[src/rtl/lc3b_types.sv]
// Shared LC-3b types used by the memory-side blocks.
//   lc3b_word      : 16-bit byte address / data word
//   lc3b_line      : 128-bit cache line
//   lc3b_arb_state : grant state of the L1-to-pmem arbiter
//   arb_pick       : grant decision taken from IDLE
package lc3b_types;

  typedef logic [15:0]  lc3b_word;
  typedef logic [127:0] lc3b_line;

  typedef enum logic [1:0] {
    ARB_IDLE    = 2'd0,
    ARB_GRANT_I = 2'd1,
    ARB_GRANT_D = 2'd2
  } lc3b_arb_state;

  // Grant decision from IDLE. When both caches want memory the one that did
  // not win last time goes next, so a continuously pending pair alternates.
  // With last_d cleared at reset, a simultaneous first request goes to dcache.
  function automatic lc3b_arb_state arb_pick(input logic i_pend,
                                             input logic d_pend,
                                             input logic last_d);
    lc3b_arb_state pick;
    pick = ARB_IDLE;
    if (i_pend && d_pend) begin
      pick = last_d ? ARB_GRANT_I : ARB_GRANT_D;
    end else if (i_pend) begin
      pick = ARB_GRANT_I;
    end else if (d_pend) begin
      pick = ARB_GRANT_D;
    end
    return pick;
  endfunction

endpackage

[src/rtl/cache_arbiter.sv]
// cache_arbiter: shares the single physical-memory port between the icache
// miss path (fetch) and the dcache miss path (memory stage).
//
// Ports:
//   clk, reset                 system clock, synchronous active-high reset
//   i_pmem_read/address        icache line-fill request (icache never writes)
//   i_pmem_rdata/resp          fill data / completion back to icache
//   d_pmem_read/write/address  dcache fill or write-back request
//   d_pmem_wdata               dcache write-back line
//   d_pmem_rdata/resp          fill data / completion back to dcache
//   pmem_read/write/address    command to physical memory
//   pmem_wdata                 write line to physical memory
//   pmem_rdata/resp            line and completion from physical memory
//
// One requester is granted at a time. The granted requester's command is
// forwarded combinationally; pmem_resp is routed only to the granted side.
// Every transfer is followed by one mandatory IDLE cycle so a request the
// cache drops right after its resp is never granted a second time.
module cache_arbiter
  import lc3b_types::*;
#(
  parameter int ADDR_WIDTH = 16,
  parameter int LINE_WIDTH = 128
) (
  input  logic                  clk,
  input  logic                  reset,

  input  logic                  i_pmem_read,
  input  logic [ADDR_WIDTH-1:0] i_pmem_address,
  output logic [LINE_WIDTH-1:0] i_pmem_rdata,
  output logic                  i_pmem_resp,

  input  logic                  d_pmem_read,
  input  logic                  d_pmem_write,
  input  logic [ADDR_WIDTH-1:0] d_pmem_address,
  input  logic [LINE_WIDTH-1:0] d_pmem_wdata,
  output logic [LINE_WIDTH-1:0] d_pmem_rdata,
  output logic                  d_pmem_resp,

  output logic                  pmem_read,
  output logic                  pmem_write,
  output logic [ADDR_WIDTH-1:0] pmem_address,
  output logic [LINE_WIDTH-1:0] pmem_wdata,
  input  logic [LINE_WIDTH-1:0] pmem_rdata,
  input  logic                  pmem_resp
);

  lc3b_arb_state state_q, state_d;
  logic          last_d_q, last_d_d;
  logic          i_pend, d_pend;

  assign i_pend = i_pmem_read;
  assign d_pend = d_pmem_read | d_pmem_write;

  // Fill data is broadcast; only the resp strobe qualifies it, so the
  // non-granted side seeing the same line is harmless.
  assign i_pmem_rdata = pmem_rdata;
  assign d_pmem_rdata = pmem_rdata;

  always_ff @(posedge clk) begin
    if (reset) begin
      state_q  <= ARB_IDLE;
      last_d_q <= 1'b0;
    end else begin
      state_q  <= state_d;
      last_d_q <= last_d_d;
    end
  end

  // Next-state: grants are taken only from IDLE, and a granted transfer is
  // held until memory answers (requesters must not withdraw before resp).
  always_comb begin
    state_d  = state_q;
    last_d_d = last_d_q;
    unique case (state_q)
      ARB_IDLE: begin
        state_d = arb_pick(i_pend, d_pend, last_d_q);
        if (state_d == ARB_GRANT_D) begin
          last_d_d = 1'b1;
        end else if (state_d == ARB_GRANT_I) begin
          last_d_d = 1'b0;
        end
      end
      ARB_GRANT_I,
      ARB_GRANT_D: begin
        if (pmem_resp) begin
          state_d = ARB_IDLE;
        end
      end
      default: begin
        state_d = ARB_IDLE;
      end
    endcase
  end

  // Output mux. Reset gates everything off immediately, including a transfer
  // in flight, so memory never sees a command while the arbiter is resetting.
  always_comb begin
    pmem_read    = 1'b0;
    pmem_write   = 1'b0;
    pmem_address = '0;
    pmem_wdata   = '0;
    i_pmem_resp  = 1'b0;
    d_pmem_resp  = 1'b0;
    if (!reset) begin
      unique case (state_q)
        ARB_GRANT_I: begin
          pmem_read    = i_pmem_read;
          pmem_address = i_pmem_address;
          i_pmem_resp  = pmem_resp;
        end
        ARB_GRANT_D: begin
          // Read and write are passed through as-is, even the illegal
          // both-set combination, which the assertion below flags.
          pmem_read    = d_pmem_read;
          pmem_write   = d_pmem_write;
          pmem_address = d_pmem_address;
          pmem_wdata   = d_pmem_wdata;
          d_pmem_resp  = pmem_resp;
        end
        default: begin
        end
      endcase
    end
  end

  a_d_rw_exclusive: assert property (@(posedge clk) disable iff (reset)
    !(d_pmem_read && d_pmem_write))
    else $error("cache_arbiter: dcache asserted read and write together");

endmodule

[config.mk]
export PLATFORM = sky130hd
export DESIGN_NAME = cache_arbiter
export DESIGN_NICKNAME = d
export VERILOG_FILES = /design/src/rtl/lc3b_types.sv /design/src/rtl/cache_arbiter.sv
export SDC_FILE = /design/constraint.sdc
export NUM_CORES = 1
export LEC_CHECK = 0
export ABC_AREA = 1
export ABC_CLOCK_PERIOD_IN_PS = 1600
export BUFFER_PORTS_ARGS = -buffer_cell sky130_fd_sc_hd__buf_2
export CAP_MARGIN = 5
export CORE_AREA = 3 3 271 273
export DETAILED_ROUTE_END_ITERATION = 8
export DIE_AREA = 0 0 274 276
export PLACE_DENSITY = 0.3
export SYNTH_ARGS = -nofsm -noshare
export SYNTH_HDL_FRONTEND = slang
export SYNTH_SLANG_ARGS = --single-unit
export TNS_END_PERCENT = 50
[constraint.sdc]
create_clock -name clk -period 1.6 [get_ports clk]
set_input_delay 0.24 -clock clk [delete_from_list [all_inputs] [get_ports clk]]
set_output_delay 0.24 -clock clk [all_outputs]
set_load 0.02 [all_outputs]
# After elaboration in Yosys (flattened, before gate mapping)

Cells that the tools add are included.

Bits of input ports: 294
Bits in read-only memories: 0
Memory bits (writable): 0
Memories: 0
Output and inout bits: 404
Flip-flop bits (word level): 3
Latch bits: 0
Logic and storage cells: 34

Shifts and indexed selects: 0
Bitwise logic cells: 1
Eq/ne operators: 5
Magnitude comparators: 0
Divide/modulo/power cells: 0
Add/sub/neg operators: 0
Multiplexer cells: 21
$mul: 0
Reductions and logical operators: 5

Operator list:

| kind                 | count |
|---|---|
| $mux W128            | 2 |
| $pmux W16 S2         | 1 |
| $mux W16             | 1 |
| $mux W2              | 6 |
| $mux W1              | 9 |
| $eq A2 B1 Y1 const B | 2 |
| $eq A2 B2 Y1 const B | 2 |
| $pmux W2 S2          | 1 |
| $logic_not A2 Y1     | 1 |
| $ne A2 B2 Y1 const B | 1 |
| $pmux W1 S2          | 1 |
| $reduce_and A2 Y1    | 1 |
| $reduce_bool A2 Y1   | 1 |
| $reduce_or A2 Y1     | 1 |
| $logic_and A1 B1 Y1  | 1 |
| $or A1 B1 Y1         | 1 |

# Longest topological paths before layout

Depth in word-level cells: 8
Depth in mapped cells: 8

# Least setup slack after synthesis

Ideal clock, no wire load.

Path type: reg-to-output
From: register state_q[0]
To: output pmem_address[10]
Data required time: 1.360 ns
Data arrival time: 1.269 ns
Cell stages (with the launch flop): 6
Slack: 0.091 ns
Cells stage by stage: dfxtp_1 inv_1 ha_1 nand2_2 buf_6 a21oi_1

Longest elaborated chain between the ends: 3
Elaborated cells between the ends (all ways): 4
Classes of those cells: eq/ne: 2; mux: 2

Ends and longest elaborated chain:

| element                                      | RTL line             | RTL |
|---|---|---|
| from (decl)                                  | cache_arbiter.sv:48  | `lc3b_arb_state state_q, state_d;` |
| from (signal assigned)                       | cache_arbiter.sv:65  | `state_q <= state_d;` |
| $eq A2 B2 Y1 or $eq A2 B1 Y1 (tied branches) | cache_arbiter.sv:106 | `unique case (state_q)` |
| $pmux W16 S2 (*)                             | cache_arbiter.sv:106 |  |
| $mux W16 (*)                                 | cache_arbiter.sv:105 | `if (!reset) begin` |
| to (decl)                                    | cache_arbiter.sv:42  | `output logic [ADDR_WIDTH-1:0] pmem_address,` |

Every way passes the cells marked *; elsewhere a longest branch is shown, timed or not.

# Worst setup path after layout

From: register state_q[1]
To: output d_pmem_resp

Longest elaborated chain between the ends: 3

Ends and longest elaborated chain:

| element      | RTL line             | RTL |
|---|---|---|
| $eq A2 B2 Y1 | cache_arbiter.sv:106 |  |
| $mux W1      | cache_arbiter.sv:106 |  |
| $mux W1      | cache_arbiter.sv:105 |  |
| to (decl)    | cache_arbiter.sv:38  | `output logic d_pmem_resp,` |

Every way passes these cells.

==> impl_metrics.ini <==
[floorplan]
die_h_um = 276
die-area_sq_um = 75620
initial_core_util = 0.04953
ios = 698
die_x_um = 274
rows = 98
core_area_sq_um = 71360

[clock_tree]
cts-buffers-inserted = 3
cts_buffer_depth = 2
clk_latency_ns = 0.23
path_clk_slew_ns = 0.03
h-tree-depth = 1
holdBufCountCts = 0
clock-sinks = 3
root_buffer = clkbuf_16
cts_tree = yes

[layout]
final_cell_mix = 165 x buf_2, 136 x nand2_1, 123 x buf_4
area.growth.synth_to_final_pct = 66.44
fin_area_sq_um = 5883
drive_above_1_share = 0.6209
final_common_cell = buf_2
fin_nets = 998

[setup_path]
cp_cell_sequence = ha_4, buf_6, buf_12, clkbuf_16, nand2_1, nor2_1, buf_4
crit_required_ns = 1.36
slowest_stage = dfxtp_2
start_kind = flop
path_max_fanout = 7
slowest_delay_ns = 0.36
cpLargestDelayFamily = buffers and inverters
cp.arrival_ns = 1.56
setup.worst_path.end_class = output port
path_class = flop to output port
path_buf_inv = 4

[worst_hold_path]
hp-class = input pin to flop

[power]
p_per_area_nw_per_um2 = 593.5
leakage_nw = 2.491
ir_drop_mv = 0.3283

[route]
drt-total-wl_um = 21420
drtAntennaViolNets = 0
dr.max_layer_used = met5
dr.pass1.iters = 4
vias = 3907
dr_wl_met2_um = 10210
met3_length_um = 2643
vias_per_cell = 2.368
drt_iter0_drc = 94
wl_met1_um = 6908
wl_per_cell_um = 12.98
drc = 0

[placed_design]
dp_hpwl_um = 14680
placed_cell_area_sq_um = 4370
portBuffers = 313
gp_congestion = 0.7325

[timing]
setup_viol = 147
skew_ns = 0.001031
rsz0062_at_grt = true
fmax_mhz = 557.0
fin_crit_sh = 1.122
setup_tns_ns = -16.96
worstMarginPinSlew_ns = 0.3971
min_period_ns = 1.795
maxSlewHeadroom = 0.7353
timing.final.ws_setup_ns = -0.1954
report.final.hold_viol_count = 0
drv_slew = 0

[global_route]
grt_first_pass_wirelength_um = 25850
grt_use_total = 0.04697
grt_max_degree = 68
antenna_found_initial = 3
overflow = 0
grt_pass1_vias = 3974

[logic_synthesis]
ys_warn_count = 0
syn_inst = 635
synth_nets = 933
syn_area_sq_um = 3535
synthTopCellsByArea = buf_4 56%, nand2_1 18%, nor2_1 15%
synth_top_cell_area_share = 0.5628
synth_cell_types = 13
yosys.area.top_type = buf_4
syn_avg_cell_area_sq_um = 5.566
synth-seq-cells = 3
ys_seq_area_frac = 0.01699

[run_status]
status = finished, violations left
violations = setup timing

[flow_run]
maxCapViolations = 0
[worst register-to-register path: stages, from the launching register on]
cell and delay, ns:
dfxtp_2 0.32, inv_2 0.05, buf_6 0.11, ha_4 0.29, inv_1 0.04, nor2_1 0.16, nor2_1 0.08, nand2_1 0.07
a21oi_1 0.06
[per-layer routing]
metal | global-route usage | vias to the layer above
met5 | 0 | -
met2 | 0.08256 | 376
met1 | 0.04144 | 1651
met3 | 0.02022 | 103
met4 | 0.03825 | 2
li1 | - | 1775
[stage by stage]
step           utilization  cells  worst slack (ns)  hold slack (ns)  power, W
4_1_cts            0.07581   1644           -0.1660           0.2523  0.003170
5_1_grt            0.08240   1649           -0.2600           0.2663  0.003763
3_3_place_gp       0.06124   1622          -0.04689           0.4802  0.001859
2_1_floorplan            -    635           0.09090           0.4282  0.002062
3_5_place_dp       0.06124   1622          -0.07942           0.4802  0.001868
6_report           0.08244   1650           -0.1954           0.2522  0.003492
[cell families (layout without fill, tap and decap cells)]
kind of cell               Yosys count  count (layout)  synth area share
adders and majority gates            4               4           0.01416
buffers and inverters              297             361            0.6092
other                                0               1                 0
and+or+nand+nor                    311             311            0.3313
DFF                                  3               3           0.01699
AOI/OAI and AO/OA                   20              20           0.02832
[sequential cells by signal, indices dropped and copies added (netlist names)]
| signal | flops |
|---|---|
| state_q | 2 |
| last_d_q | 1 |
[Yosys cell counts]
cell and n:
buf_4 265, nand2_1 172, nor2_1 137, buf_2 23, a21oi_1 19, inv_1 6, ha_1 4, dfxtp_1 3
buf_6 2, inv_2 1, nand2_2 1, nor3_1 1, o21ai_0 1
[path summary, 6_finish.rpt]
kind,from,to,slack (ns),cells past startpoint
max,state_q[1],d_pmem_resp,-0.20,7
min,reset,state_q[1],0.25,2
max reg2reg,state_q[0],state_q[0],0.32,8
min reg2reg,state_q[1],state_q[1],0.50,2
[power breakdown]
| group | switching (W) | internal [W] |
|---|---|---|
| registers | 0.0000151 | 0.0000943 |
| clock network | 0.0000716 | 0.000329 |
| logic | 0.00162 | 0.00137 |
[area by class of cell]
| class | count | area, sq um |
|---|---|---|
| fillers | 8403 | 65480 |
| repair buffers | 350 | 2761 |
| multi-input cells | 335 | 1763 |
| well taps | 950 | 1189 |
| clock buffers | 4 | 78.83 |
| flip-flops and latches | 3 | 62.56 |
| inverters | 7 | 26.28 |
| diodes | 1 | 2.502 |
[repair_timing]
item,4_1_cts,5_1_grt
resized for setup,224,89
setup endpoints to repair,148,147
pin swaps,7,14
gates cloned,8,6
buffers inserted,10,0
Note: power is estimated with default switching activity, not from simulation.
